$ cat src/rtl/expr_pkg.sv
// expr_pkg: shared state encodings, character constants and grammar step for the expression arbiter
package expr_pkg;

    typedef enum logic [1:0] {IDLE, STREAM, RESULT} arb_state_t;

    typedef enum logic [1:0] {CK_START, CK_NUM, CK_OP, CK_ERR} ck_state_t;

    localparam logic [7:0] CH_PLUS = 8'h2B;
    localparam logic [7:0] CH_STAR = 8'h2A;
    localparam logic [7:0] CH_0    = 8'h30;
    localparam logic [7:0] CH_9    = 8'h39;

    // Operands are single digits, so a digit directly after a digit is an error
    function automatic ck_state_t ck_next(input ck_state_t s, input logic [7:0] ch);
        logic dig;
        logic op;
        dig = (ch >= CH_0) && (ch <= CH_9);
        op  = (ch == CH_PLUS) || (ch == CH_STAR);
        return (s == CK_ERR) ? CK_ERR :
               dig           ? ((s == CK_NUM) ? CK_ERR : CK_NUM) :
               (op && s == CK_NUM) ? CK_OP : CK_ERR;
    endfunction

endpackage

$ cat src/rtl/expr_check.sv
// expr_check: expression grammar recognizer with a saturating frame length counter
module expr_check #(
    parameter int MAX_LEN = 16
) (
    input  logic       clk,
    input  logic       clr,
    input  logic       sclr,
    input  logic       en,
    input  logic [7:0] ch,
    output logic       ok
);
    import expr_pkg::*;

    localparam int LW = $clog2(MAX_LEN + 2);
    localparam logic [LW-1:0] LEN_SAT = LW'(MAX_LEN + 1);
    localparam logic [LW-1:0] LEN_MAX = LW'(MAX_LEN);

    ck_state_t ck;
    logic [LW-1:0] len;

    // Length parks at MAX_LEN+1 so any overlong frame stays rejected however long it runs
    always_ff @(posedge clk or posedge clr) begin
        if (clr) begin
            ck  <= CK_START;
            len <= '0;
        end else if (sclr) begin
            ck  <= CK_START;
            len <= '0;
        end else if (en) begin
            ck  <= ck_next(ck, ch);
            len <= (len == LEN_SAT) ? len : len + 1'b1;
        end
    end

    assign ok = (ck == CK_NUM) && (len <= LEN_MAX);

endmodule

$ cat src/rtl/expr_arbiter.sv
// expr_arbiter: round-robin owner of a single shared expression checker, one verdict per frame
module expr_arbiter #(
    parameter int MAX_LEN = 16
) (
    input  logic       clk,
    input  logic       clr,
    input  logic [1:0] req_valid,
    input  logic [7:0] req_char0,
    input  logic [7:0] req_char1,
    input  logic [1:0] req_last,
    output logic [1:0] req_ready,
    output logic [1:0] res_valid,
    output logic       res_ok,
    output logic       busy,
    output logic       grant_id
);
    import expr_pkg::*;

    arb_state_t state;
    logic rr;
    logic ok;
    logic sclr;
    logic en;
    logic [7:0] ch;
    logic [1:0] own;

    always_ff @(posedge clk or posedge clr) begin
        if (clr) begin
            state    <= IDLE;
            rr       <= 1'b0;
            grant_id <= 1'b0;
        end else begin
            case (state)
                IDLE: if (|req_valid) begin
                    grant_id <= (&req_valid) ? rr : req_valid[1];
                    state    <= STREAM;
                end
                STREAM: if (req_valid[grant_id] && req_last[grant_id]) state <= RESULT;
                RESULT: begin
                    rr    <= ~grant_id;
                    state <= IDLE;
                end
                default: state <= IDLE;
            endcase
        end
    end

    // The checker is wiped on the same edge that picks the new owner
    assign sclr = (state == IDLE) && (|req_valid);
    assign en   = (state == STREAM) && req_valid[grant_id];
    assign ch   = grant_id ? req_char1 : req_char0;
    assign own  = grant_id ? 2'b10 : 2'b01;

    expr_check #(.MAX_LEN(MAX_LEN)) u_check (
        .clk  (clk),
        .clr  (clr),
        .sclr (sclr),
        .en   (en),
        .ch   (ch),
        .ok   (ok)
    );

    assign req_ready = (state == STREAM) ? own : 2'b00;
    assign res_valid = (state == RESULT) ? own : 2'b00;
    assign res_ok    = (state == RESULT) && ok;
    assign busy      = (state != IDLE);

endmodule

$ cat config.mk
export PLATFORM = sky130hd
export DESIGN_NAME = expr_arbiter
export DESIGN_NICKNAME = d
export VERILOG_FILES = /design/src/rtl/expr_pkg.sv /design/src/rtl/expr_check.sv /design/src/rtl/expr_arbiter.sv
export SDC_FILE = /design/constraint.sdc
export NUM_CORES = 1
export LEC_CHECK = 0
export ABC_CLOCK_PERIOD_IN_PS = 3500
export CAP_MARGIN = 15
export CORE_UTILIZATION = 45
export DETAILED_ROUTE_END_ITERATION = 6
export PLACE_DENSITY_LB_ADDON = 0.12
export SLEW_MARGIN = 40
export SYNTH_ARGS = -nofsm -noshare
export SYNTH_HDL_FRONTEND = slang
export SYNTH_SLANG_ARGS = --single-unit
$ cat constraint.sdc
create_clock -name clk -period 3.5 [get_ports clk]
set_clock_uncertainty 0.15 [all_clocks]
set_input_delay 0.875 -clock clk [delete_from_list [all_inputs] [get_ports clk]]
set_output_delay 0.875 -clock clk [all_outputs]
set_load 0.03 [all_outputs]
==> results.json, run 1 <==
{
  "status": "finished clean",
  "maxSlewViolCount": 0,
  "critPathKind": "reg -> out",
  "wl_per_cell_um": 13.3,
  "coreArea_um2": 1520,
  "layout_setup_ws_ns": 0.354,
  "row_count": 14,
  "critPathLaunchType": "register",
  "endpoint_kind": "output pin",
  "multi_input_area_um2": 419,
  "synth_area_um2": 744,
  "power_leakage_nw": 0.450,
  "avgSynthCellArea_um2": 9.31,
  "initial_utilization_pct": 48.9,
  "layout_common_cells": "clkdlybuf4s50_1 (26), dfrtp_1 (11), nor2_1 (10)",
  "grt_max_degree": 13,
  "diodes": 0,
  "required_ns": 2.47,
  "synth_fp_nets": 105,
  "final-seq-area_um2": 275,
  "cts_hold_buf": 0,
  "slew_headroom_pct": 55.5,
  "crit_arrival_ns": 2.12,
  "power_density_nw_per_um2": 666,
  "clk_latency_ns": 0.28,
  "critPathMaxFanout": 6,
  "hold_viol_final": 0,
  "clk_path_buf_depth": 2,
  "layout_commonest_cell": "clkdlybuf4s50_1",
  "total_power_uw": 689,
  "cts_setup_buffers": 0,
  "area_growth_pct": 39.0,
  "dp_slack_ns": 0.649,
  "antenna_found_initial": 0,
  "fin_setup_tns_ns": 0,
  "routabilityCongestion": 0.794,
  "clkSinkCount": 11,
  "ys_warn_count": 0,
  "grt_pass1_wl_mm": 2.70,
  "finalCritPeriodShare_pct": 89.9,
  "maxCapViolations": 0,
  "track_usage_pct": 20.3,
  "dpl.cell_count": 120,
  "cts.repair.resized": 0,
  "port-buffer-count": 26,
  "clk_pin_slew_ns": 0.06,
  "fillers": 126,
  "max_slew.worst_pin.slew_ns": 0.648,
  "final_util_pct": 67.9,
  "grt-ovfl-total": 0,
  "dp_hpwl_mm": 1.27,
  "yosysSeqAreaShare_pct": 37.0,
  "layout.nets": 134,
  "drt-total-wl_mm": 1.65,
  "ant_nets": 0,
  "fin_cells": 124,
  "ir_worst_vdd_uv": 483,
  "cts_buffers": 3,
  "htree_num_levels": 1,
  "synthesis.instances": 80,
  "cts_tree": "done",
  "pin_count": 29,
  "grt_pass1_vias": 665,
  "rsz0062_at_grt": "false",
  "ys_types": 31,
  "num_vias": 702,
  "synth-seq-cells": 11,
  "hold_path.class": "reg -> reg",
  "max_freq_mhz": 318,
  "first_iter_violations": 14,
  "cts_root_buf": "clkbuf_4",
  "die_x_um": 42.7,
  "finalSetupViolations": 0,
  "drcViolationCount": 0,
  "fp.dieH_um": 42.7,
  "min_period_ns": 3.15,
  "first_pass_iters": 4,
  "dieArea_um2": 1820,
  "layout-drive-gt1-share_pct": 11.1,
  "viasPerCell": 5.66
}
==> layer usage <==
layer	vias up	wire length [um]	part of all wire (%)	GRT usage, %
li1	352	-	-	-
met1	324	762	46	25.1
met2	23	757	46	32.7
met3	3	111	6.7	6.81
met4	0	15	0.91	7.50
met5	-	0	0	0
==> logic make-up after synthesis <==
logic type / Yosys count / synth area share (%)
AND/OR/NAND/NOR: 27 / 23.5
adder cells (fa/ha/maj): 3 / 5.04
buffers and inverters: 11 / 6.72
AO/OA/AOI/OAI: 23 / 20.8
multiplexers: 5 / 6.89
flip-flops: 11 / 37.0
==> per-stage QoR <==
| stage | hold WS [ns] | instance area (um^2) |
|---|---|---|
| 4_1_cts | 0.335 | 1030 |
| 3_3_place_gp | 0.315 | 1010 |
| 2_1_floorplan | 0.300 | 744 |
| 6_report | 0.334 | 1030 |
| 5_1_grt | 0.354 | 1030 |
| 3_5_place_dp | 0.320 | 1010 |
==> critical path, cell delays in order (launching register included) <==
cell and delay (ns):
dfrtp_1 0.44, inv_1 0.08, ha_1 0.13, nand2_1 0.06, a2111oi_0 0.40, clkdlybuf4s50_1 0.75
==> synth_stat cells <==
master     count  share of area (%)
mux2i_1        4                5.4
a21oi_1        5                3.4
or4bb_1        1                1.5
a31oi_1        2                1.7
nand2b_1       2                1.7
nor2_1        10                5.0
and2_2         1                1.0
nand4b_1       1                1.2
and3b_1        2                2.4
mux2_2         1                1.5
a2111oi_0      1                1.2
nand3_1        1               0.67
ha_1           3                5.0
o21ai_0        6                4.0
dfrtp_1       11                 37
nor4bb_1       2                2.7
a21o_1         1                1.0
a311oi_1       1                1.2
nand2_1        1               0.50
or2_2          2                1.7
o31ai_1        2                2.0
buf_2          1               0.67
inv_1          9                4.5
or4b_4         1                1.8
or4b_1         1                1.3
or4_1          1                1.0
a31o_2         2                2.4
buf_6          1                1.5
a211oi_2       1                1.7
a32oi_1        2                2.4
and3_2         1                1.0
==> path summary, 6_finish.rpt <==
| kind | startpoint | to | slack [ns] | cells past startpoint |
|---|---|---|---|---|
| worst max-delay path | u_check.len[0] | res_ok | 0.35 | 5 |
| worst min-delay path | rr | rr | 0.33 | 1 |
| min in group asynchronous | clr | u_check.len[1] | 0.73 | 2 |
| max in group asynchronous | clr | grant_id | 2.17 | 2 |
| worst max register to register | grant_id | u_check.len[0] | 1.64 | 3 |
| worst min register to register | rr | rr | 0.33 | 1 |
==> where the power goes <==
group / internal [mW] / switching (mW)
Clock: 0.0443 / 0.0451
Combinational: 0.163 / 0.207
Sequential: 0.174 / 0.0561
==> registers in the layout, summed over array words and instances (netlist names) <==
signal,flops
u_check.len,5
state,2
u_check.ck,2
grant_id,1
rr,1
==> layout make-up <==
| cell class | count | share of cell area (%) |
|---|---|---|
| Sequential cell | 11 | 26.6 |
| Multi-Input combinational cell | 58 | 40.5 |
| Clock buffer | 4 | 2.54 |
| Tap cell | 16 | 1.93 |
| Timing Repair Buffer | 26 | 25.2 |
| Inverter | 9 | 3.26 |
Power figures use the tool's default switching activity.
==> inputs of run 2 (changes only) <==
Settings changed: CORE_UTILIZATION 45 to 46, SYNTH_HIERARCHICAL set to 1.
==> run 2 against run 1 <==
  * Combinational power increased by 12%
  * Maximum frequency is 3.5% higher
  * Cell area up 7.0%
  * Largest power group unchanged
  * Highest routed layer is now met3
==> results.json, run 2 <==
{
  "ir_worst_vdd_uv": 378,
  "clkSinkCount": 11,
  "layout_setup_ws_ns": 0.461,
  "fp.dieH_um": 44.4,
  "coreArea_um2": 1590,
  "cts.repair.resized": 0,
  "critPathMaxFanout": 5,
  "track_usage_pct": 18.7,
  "diodes": 0,
  "clk_path_buf_depth": 2,
  "cts_root_buf": "clkbuf_4",
  "largest_register_ffs": 5,
  "wl_per_cell_um": 12.4,
  "initial_utilization_pct": 51.8,
  "max_slew.worst_pin.slew_ns": 0.663,
  "r2r_setup_slack_ns": 1.29,
  "power_leakage_nw": 0.473,
  "cts_tree": "done",
  "row_count": 14,
  "first_pass_iters": 4,
  "required_ns": 2.47,
  "cts_hold_buf": 0,
  "drcViolationCount": 0,
  "antenna_found_initial": 0,
  "viasPerCell": 5.13,
  "layout_commonest_cell": "clkdlybuf4s50_1",
  "dp_hpwl_mm": 1.29,
  "rsz0062_at_grt": "false",
  "num_vias": 682,
  "finalSetupViolations": 0,
  "drt-total-wl_mm": 1.65,
  "dp_slack_ns": 0.619,
  "crit_arrival_ns": 2.01,
  "final_area_um2": 1110,
  "grt_pass1_vias": 674,
  "first_iter_violations": 14,
  "hold_path.class": "reg -> reg",
  "layout-drive-gt1-share_pct": 16.5,
  "max_freq_mhz": 329,
  "dieArea_um2": 1970,
  "cts_buffers": 3,
  "final-seq-area_um2": 275,
  "synthesis.instances": 82,
  "endpoint_kind": "output pin",
  "area_growth_pct": 34.1,
  "fillers": 128,
  "grt_pass1_wl_mm": 2.68,
  "hold_viol_final": 0,
  "min_period_ns": 3.04,
  "clk_latency_ns": 0.27,
  "placed_area_um2": 1080,
  "top_register": "u_check/len",
  "cts_setup_buffers": 0,
  "status": "finished clean",
  "slew_headroom_pct": 55.8,
  "grt-ovfl-total": 0,
  "htree_num_levels": 1,
  "maxSlewViolCount": 0,
  "avgSynthCellArea_um2": 10.1,
  "synth_area_um2": 826,
  "fin_hold_ws_ns": 0.338,
  "reg_top3": "u_check/len (5), state (2), u_check/ck (2)",
  "finalCritPeriodShare_pct": 86.8,
  "maxCapViolations": 0,
  "power_density_nw_per_um2": 687,
  "multi_input_area_um2": 490,
  "die_x_um": 44.4,
  "critPathKind": "reg -> out",
  "clk_pin_slew_ns": 0.07,
  "layout.nets": 135,
  "grt_max_degree": 18,
  "ys_warn_count": 6,
  "pin_count": 29,
  "layout_common_cells": "clkdlybuf4s50_1 (26), nor2_1 (11), dfrtp_1 (11)",
  "ant_nets": 0,
  "port-buffer-count": 26,
  "fin_setup_tns_ns": 0,
  "routabilityCongestion": 0.758,
  "synth_fp_nets": 107,
  "critPathLaunchType": "register"
}
## run 2: metrics by stage
| step | util (%) | instances | total power, mW |
|---|---|---|---|
| 2_1_floorplan | - | 82 | 0.586 |
| 3_3_place_gp | 67.8 | 129 | 0.670 |
| 3_5_place_dp | 67.8 | 129 | 0.678 |
| 4_1_cts | 69.5 | 133 | 0.769 |
| 5_1_grt | 69.5 | 133 | 0.819 |
| 6_report | 69.5 | 133 | 0.761 |
## run 2: critical path, stage by stage (launching register included)
cell	delay (ns)
dfrtp_1	0.43
inv_1	0.10
ha_1	0.15
nand2_1	0.05
a211oi_1	0.21
and2_1	0.15
clkdlybuf4s50_1	0.66
## run 2: routing by layer
layer / vias up / GRT usage, % / part of all wire, %
met5: - / 0 / 0
met4: 0 / 3.03 / 0
met3: 0 / 7.76 / 5.6
met2: 19 / 31.5 / 49
met1: 322 / 22.9 / 46
li1: 341 / - / -
## run 2: worst paths after layout
kind                                     start              to  cells past startpoint
max in group asynchronous                  clr  u_check/len[0]                      2
worst max register to register        grant_id  u_check/len[2]                      5
worst min-delay path             u_check/ck[0]   u_check/ck[0]                      1
worst min register to register   u_check/ck[0]   u_check/ck[0]                      1
worst max-delay path            u_check/len[0]          res_ok                      6
min in group asynchronous                  clr              rr                      2
## run 2: final cells by class
class	count	area share (%)
inverter	6	2.26
timing repair buffer	26	23.5
multi-input combinational	62	44.3
clock buffer	4	2.37
tap	24	2.71
sequential	11	24.9
## run 2: where the power goes
group | internal (mW) | leakage (nW) | switching, mW | total, mW
Sequential | 0.175 | 0.138 | 0.0855 | 0.260
Combinational | 0.224 | 0.319 | 0.189 | 0.413
Clock | 0.0442 | 0.0150 | 0.0439 | 0.0881
